`src/rtl/pc_fetch_if.sv`:
```
// Instruction-memory request/response bus between the fetch unit (master)
// and the instruction memory (slave).
interface pc_fetch_if;
  logic        req;
  logic [31:0] addr;
  logic        ack;
  logic [31:0] rdata;

  modport master (output req, output addr, input ack, input rdata);
  modport slave  (input req, input addr, output ack, output rdata);
endinterface

```
`src/rtl/pc_fetch.sv`:
```
// Program-counter and instruction-fetch unit: FETCH/EXEC/ERR sequencer with
// jr/jump/branch redirect selection and a bounded wait for the memory ack.
module pc_fetch #(
  parameter logic [31:0] RESET_PC = 32'h0000_0000,
  parameter int unsigned MAX_WAIT = 15
) (
  input  logic        clk,
  input  logic        rst_n,
  input  logic        branch_taken_i,
  input  logic [31:0] branch_addr_i,
  input  logic        jump_i,
  input  logic [25:0] jump_index_i,
  input  logic        jr_i,
  input  logic [31:0] jr_addr_i,
  input  logic        stall_i,
  pc_fetch_if.master  imem,
  output logic [31:0] pc_o,
  output logic [31:0] pc_plus_4_o,
  output logic [31:0] inst_o,
  output logic        inst_valid_o,
  output logic        fetch_err_o
);

  localparam int CNT_W = $clog2(MAX_WAIT + 1);
  localparam logic [CNT_W-1:0] CNT_LAST = CNT_W'(MAX_WAIT - 1);

  typedef enum logic [1:0] {
    S_FETCH = 2'd0,
    S_EXEC  = 2'd1,
    S_ERR   = 2'd2
  } state_t;

  state_t           state_q, state_d;
  logic [31:0]      pc_q, pc_d;
  logic [31:0]      inst_q, inst_d;
  logic [CNT_W-1:0] cnt_q, cnt_d;
  logic             err_q, err_d;
  logic [31:0]      pc_plus_4;
  logic [31:0]      next_pc;

  function automatic logic [31:0] word_align(input logic [31:0] a);
    return {a[31:2], 2'b00};
  endfunction

  function automatic logic [31:0] select_target(
    input logic        jr,
    input logic [31:0] jr_addr,
    input logic        jump,
    input logic [25:0] jump_index,
    input logic        branch,
    input logic [31:0] branch_addr,
    input logic [31:0] seq_pc
  );
    logic [31:0] t;
    if (jr)          t = jr_addr;
    else if (jump)   t = {seq_pc[31:28], jump_index, 2'b00};
    else if (branch) t = branch_addr;
    else             t = seq_pc;
    return word_align(t);
  endfunction

  assign pc_plus_4 = pc_q + 32'd4;
  assign next_pc   = select_target(jr_i, jr_addr_i, jump_i, jump_index_i,
                                   branch_taken_i, branch_addr_i, pc_plus_4);

  always_ff @(posedge clk or negedge rst_n) begin
    if (!rst_n) begin
      state_q <= S_FETCH;
      pc_q    <= RESET_PC;
      inst_q  <= 32'h0;
      cnt_q   <= '0;
      err_q   <= 1'b0;
    end else begin
      state_q <= state_d;
      pc_q    <= pc_d;
      inst_q  <= inst_d;
      cnt_q   <= cnt_d;
      err_q   <= err_d;
    end
  end

  always_comb begin
    state_d = state_q;
    pc_d    = pc_q;
    inst_d  = inst_q;
    cnt_d   = cnt_q;
    err_d   = err_q;
    case (state_q)
      S_FETCH: begin
        // An ack on the last allowed cycle still wins over the timeout.
        if (imem.ack) begin
          inst_d  = imem.rdata;
          cnt_d   = '0;
          state_d = S_EXEC;
        end else if (cnt_q == CNT_LAST) begin
          cnt_d   = '0;
          err_d   = 1'b1;
          state_d = S_ERR;
        end else begin
          cnt_d = cnt_q + 1'b1;
        end
      end
      S_EXEC: begin
        if (!stall_i) begin
          pc_d    = next_pc;
          state_d = S_FETCH;
        end
      end
      S_ERR:   state_d = S_ERR;
      default: state_d = S_ERR;
    endcase
  end

  assign imem.req     = (state_q == S_FETCH);
  assign imem.addr    = pc_q;
  assign pc_o         = pc_q;
  assign pc_plus_4_o  = pc_plus_4;
  assign inst_o       = inst_q;
  assign inst_valid_o = (state_q == S_EXEC);
  assign fetch_err_o  = err_q;

endmodule

```
`src/flat_wrapper.sv`:
```
// flat-port wrapper written by rule: the top's interface ports become plain ports
module pc_fetch_flat 
#(
  parameter logic [31:0] RESET_PC = 32'h0000_0000,
  parameter int unsigned MAX_WAIT = 15
)
  (clk, rst_n, branch_taken_i, branch_addr_i, jump_i, jump_index_i, jr_i, jr_addr_i, stall_i, pc_o, pc_plus_4_o, inst_o, inst_valid_o, fetch_err_o, imem_req, imem_addr, imem_ack, imem_rdata);
  pc_fetch_if imem_i ();
  input  logic clk;
  input  logic rst_n;
  input  logic branch_taken_i;
  input  logic [31:0] branch_addr_i;
  input  logic jump_i;
  input  logic [25:0] jump_index_i;
  input  logic jr_i;
  input  logic [31:0] jr_addr_i;
  input  logic stall_i;
  output logic [31:0] pc_o;
  output logic [31:0] pc_plus_4_o;
  output logic [31:0] inst_o;
  output logic inst_valid_o;
  output logic fetch_err_o;
  output wire logic [$bits(imem_i.req)-1:0] imem_req;
  output wire logic [$bits(imem_i.addr)-1:0] imem_addr;
  input wire logic [$bits(imem_i.ack)-1:0] imem_ack;
  input wire logic [$bits(imem_i.rdata)-1:0] imem_rdata;
  assign imem_req = imem_i.req;
  assign imem_addr = imem_i.addr;
  assign imem_i.ack = imem_ack;
  assign imem_i.rdata = imem_rdata;
  pc_fetch #(.RESET_PC(RESET_PC), .MAX_WAIT(MAX_WAIT)) u_core (.clk(clk), .rst_n(rst_n), .branch_taken_i(branch_taken_i), .branch_addr_i(branch_addr_i), .jump_i(jump_i), .jump_index_i(jump_index_i), .jr_i(jr_i), .jr_addr_i(jr_addr_i), .stall_i(stall_i), .imem(imem_i), .pc_o(pc_o), .pc_plus_4_o(pc_plus_4_o), .inst_o(inst_o), .inst_valid_o(inst_valid_o), .fetch_err_o(fetch_err_o));
endmodule
```
`config.mk`:
```
export PLATFORM = sky130hd
export DESIGN_NAME = pc_fetch_flat
export DESIGN_NICKNAME = d
export VERILOG_FILES = /design/src/rtl/pc_fetch_if.sv /design/src/rtl/pc_fetch.sv /design/src/flat_wrapper.sv
export SDC_FILE = /design/constraint.sdc
export NUM_CORES = 1
export LEC_CHECK = 0
export CAP_MARGIN = 20
export CORE_ASPECT_RATIO = 1.1
export CORE_MARGIN = 3
export CORE_UTILIZATION = 39
export CTS_CLUSTER_DIAMETER = 150
export DETAILED_ROUTE_END_ITERATION = 7
export GPL_TIMING_DRIVEN = 0
export MAX_ROUTING_LAYER = met4
export PLACE_DENSITY = 0.82
export SLEW_MARGIN = 25
export SYNTH_ARGS = -nofsm -noshare
export SYNTH_HDL_FRONTEND = slang
export SYNTH_SLANG_ARGS = --single-unit
```
`constraint.sdc`:
```
create_clock -name clk -period 3.5 [get_ports clk]
set_input_delay 0.7 -clock clk [delete_from_list [all_inputs] [get_ports clk]]
set_output_delay 0.7 -clock clk [all_outputs]
set_load 0.1 [all_outputs]
```
# Yosys cells after proc, flatten, opt, wreduce, memory -nomap -nowiden
# Index checks and enable logic that the tools add are counted.
# totals
ramBits	0
elab_cells	27
latchBits	0
mem_count	0
romBits	0
output_inout_bits	131
reg_bits	69
# classes
order_cmp	0
n_reduce_logical	5
multipliers	0
div_mod_pow	0
shift	0
n_addsub	2
n_mux	9
eq_ne	4
bitwise_logic	2
# op_table
operator	count
$mux 32	3
$add 32x3->32 const B	1
$mux 4	2
$mux 2	3
$reduce_and 2->1	3
$add 4x1->4 const B	1
$eq 4x4->1 const B	1
$pmux 2 s2	1
$ne 3x1->1 const B	1
$reduce_and 3->1	1
$eq 2x1->1 const B	1
$logic_not 2->1	1
$ne 2x2->1 const B	1
$not 1->1	2

# Logic depth before layout (Yosys ltp)
# depth
ltp_word	4
ltp_mapped	8
mapped_depth_nobuf	7

# Worst setup path after synthesis
# OpenSTA, ideal clock, no wires.
# synth_path
kind	reg2out
from	register u_core.pc_q[8], in the netlist u_core.imem.addr[8]
to	output pc_plus_4_o[24]
path_stages_with_launch	8
t_arrival_ns	4.111
setup_slack_ns	-1.311
path_buffers	3
required_time_ns	2.800
cell_sequence	dfrtp_1 > buf_2 > inv_1 > or4_1 > buf_2 > or4_1 > buf_2 > xnor2_1
# synth_via
elab_chain_len	1
# synth_rtl
item	line	source
start: declaration	pc_fetch.sv:34	logic [31:0] pc_q, pc_d;
start signal: assignment	pc_fetch.sv:75	pc_q <= pc_d;
$add 32x3->32	pc_fetch.sv:62	assign pc_plus_4 = pc_q + 32'd4;
end: declaration	flat_wrapper.sv:19	output logic [31:0] pc_plus_4_o;
# Every way passes these cells.

# Worst setup path after layout
# layout_path
from	register u_core.pc_q[5], in the netlist u_core.imem.addr[5]
to	output pc_plus_4_o[24]
# The elaborated chain is that of the path after synthesis.

==> summary.txt <==
Finish
  – Fill cell count: 814
  – Fin cells: 904
  – Area grow syn2layout: 76.18%
  – Most common cell after layout, fill and taps aside: clkdlybuf4s50_1
  – Most frequent cells in the layout: clkdlybuf4s50_1, buf_4, dfrtp_1
  – Register area: 0.001765 sq mm
  – Footprint of the multi-input gates: 0.002824 sq mm
  – Fin nets: 885
  – Ratio of cells with drive above 1 in the final layout: 0.2312
  – Antenna Diode Count: 0

Timing
  – Final Hold Fails: 0
  – Final Setup Violations: 0
  – Max Slew Vio Count: 0
  – Fin crit share: 0.9867
  – Max-slew headroom: 0.3154
  – RSZ-0062 raised after global routing: yes
  – Worst Skew: 0.01007 ns
  – Final min period: 3.453 ns
  – Fmax: 0.2896 GHz
  – Actual slew at the worst max-slew pin: 1.024 ns

Yosys
  – Yosys top cell by area: dfrtp_1
  – Mapped Area: 0.004528 sq mm
  – Number of synthesized flops with an enable pin: 0
  – Syn avg cell area: 9.298 sq um
  – FF+latch count, synth: 69
  – Post-synth top flop: dfrtp_1
  – Cells after Synth: 487
  – Library cells used by synthesis: 52
  – Top cells by area, synth: dfrtp_1, mux2_2, buf_4
  – Asr flop ratio synth: 1.000
  – Synth top area share: 0.3813
  – Number of synthesis warnings: 0
  – Post-synthesis sequential area ratio: 0.3813

GRT
  – Largest net degree at the start of global routing: 51
  – Initial antenna violation count: 0
  – First-pass GRT wire length: 28,990 um
  – Remaining Overflow, GRT: 0
  – Gr usage total: 0.3014
  – Number of global-route vias before repair: 5,258

Clock tree
  – Worst skew pair latency: 0.33 ns
  – Clock Path Buffers: 2
  – Hold buffers post-CTS: 0
  – Clk slew on worst S/H paths: 0.06 ns
  – CTS buffer count: 9
  – Clock root cell: clkbuf_16
  – Clk sink count: 69
  – H-tree levels: 3
  – CTS tree: done

Floorplanning
  – Die Area: 0.01294 sq mm
  – Die Width: 108.7 um
  – Core footprint: 0.01111 sq mm
  – Rows: 40
  – Initial Util: 0.4075
  – IO Count: 260
  – Die H: 119.0 um

Route
  – Routed wire length: 19,230 um
  – Via count: 5,164
  – Wire per inst: 21.27 um
  – Antenna Violating Nets Remaining: 0
  – Drt drc: 0
  – TritonRoute pass-1 iters: 5
  – Initial DRC count: 418
  – Via-to-Cell Ratio: 5.712

Pwr
  – Final Power: 1.935 mW
  – VDD IR max: 0.0002646 V
  – Leakage: 3.403 nW
  – Pwr dens: 242.5 mW/mm^2

Min path
  – Min-delay worst type: in2async

Run
  – Max_cap viols: 0

Critical path
  – CP startpoint kind: register
  – CP max FO: 9
  – WP data required: 2.80 ns
  – WP data arrival: 2.75 ns
  – Setup crit end kind: output port
  – WS Path Type: reg2out

Run status
  – Status: finished clean

Place
  – Placed Cells: 889
  – Count of input and output buffers: 249
  – GPL Wtd Cong: 0.9051
  – Hpwl dp: 14,860 um
kinds of logic after synthesis:
family | Yosys count | synth area share
DFF | 69 | 0.3813
muxes | 37 | 0.09063
adders and majority gates | 3 | 0.008290
xor gates and xnor gates | 27 | 0.05223
buffers and inverters | 79 | 0.09616
other | 1 | 0.0008282
AOI/OAI and AO/OA | 113 | 0.1796
and+or+nand+nor | 158 | 0.1909
where the power goes:
group	switching (mW)	internal (mW)	total [mW]
logic	0.137	0.160	0.297
clock network	0.346	0.494	0.840
registers	0	0.798	0.798
total	0.483	1.45	1.93
Yosys cell counts, drive strengths merged, types with 10 or more instances:
cell type  instances
mux2              32
nand4             10
a221oi            10
nand2b            17
nor3              10
nand2             31
nor2              21
clkbuf            30
o21ai             30
dfrtp             69
nand3             17
xnor2             18
a21oi             19
buf               42
o31ai             11
cell type report:
cell class | count | area share
repair buffers | 252 | 0.3140
clock buffers | 11 | 0.03043
plain buffers | 70 | 0.05066
flip-flops and latches | 69 | 0.2213
inverters | 7 | 0.003294
clock inverters | 4 | 0.003294
well taps | 147 | 0.02306
multi-input cells | 344 | 0.3540
registers in the layout, indices dropped and copies added (netlist names):
register and flops:
u_core.cnt_q 4, u_core.fetch_err_o 1, u_core.imem.addr 30, u_core.inst_o 32, u_core.state_q 2
critical path, cell delays in order, from the launching register on:
cell     delay [ns]
dfrtp_4        0.48
nand4_4        0.15
or4_1          0.55
buf_4          0.21
or4_1          0.46
buf_2          0.20
xnor2_4        0.17
buf_12         0.19
stage by stage:
| stage | utilization | cell area [sq um] | hold WS, ns | setup TNS, ns | setup slack [ns] |
|---|---|---|---|---|---|
| floorplan | - | 4937 | 0.4044 | -0.1006 | -0.1006 |
| global placement | 0.6852 | 7614 | 0.4406 | -67.93 | -1.238 |
| detailed placement | 0.6875 | 7639 | 0.4491 | -9.511 | -0.6968 |
| CTS | 0.7114 | 7904 | 0.2576 | -0.3124 | -0.1288 |
| global route | 0.7180 | 7978 | 0.2696 | -0.02297 | -0.01213 |
| finish | 0.7180 | 7978 | 0.2515 | 0 | 0.04661 |
routing by layer:
layer,global-route usage,vias to the layer above,part of all wire
li1,-,2291,-
met1,0.3540,2501,0.37
met2,0.5081,334,0.50
met3,0.06233,38,0.11
met4,0.1073,0,0.024
met5,-,-,0
final timing paths:
check                               startpoint                   end  slack (ns)  cells after the start
setup / recovery           u_core.imem.addr[5]       pc_plus_4_o[24]        0.05                      7
hold / removal                           rst_n  u_core.imem.addr[31]        0.25                      1
setup reg to reg           u_core.imem.addr[5]  u_core.imem.addr[28]        0.86                      7
hold reg to reg             u_core.fetch_err_o    u_core.fetch_err_o        0.46                      1
max in group asynchronous                rst_n  u_core.imem.addr[25]        2.67                      2
min in group clk            u_core.fetch_err_o    u_core.fetch_err_o        0.46                      1
what timing repair did:
action                                  CTS  global route
endpoints found under the setup margin   22            19
buffers inserted                          0             2
hold endpoints to repair                  0             0
resized for setup                       119            17
No activity file was read; power rests on OpenSTA's default activity.
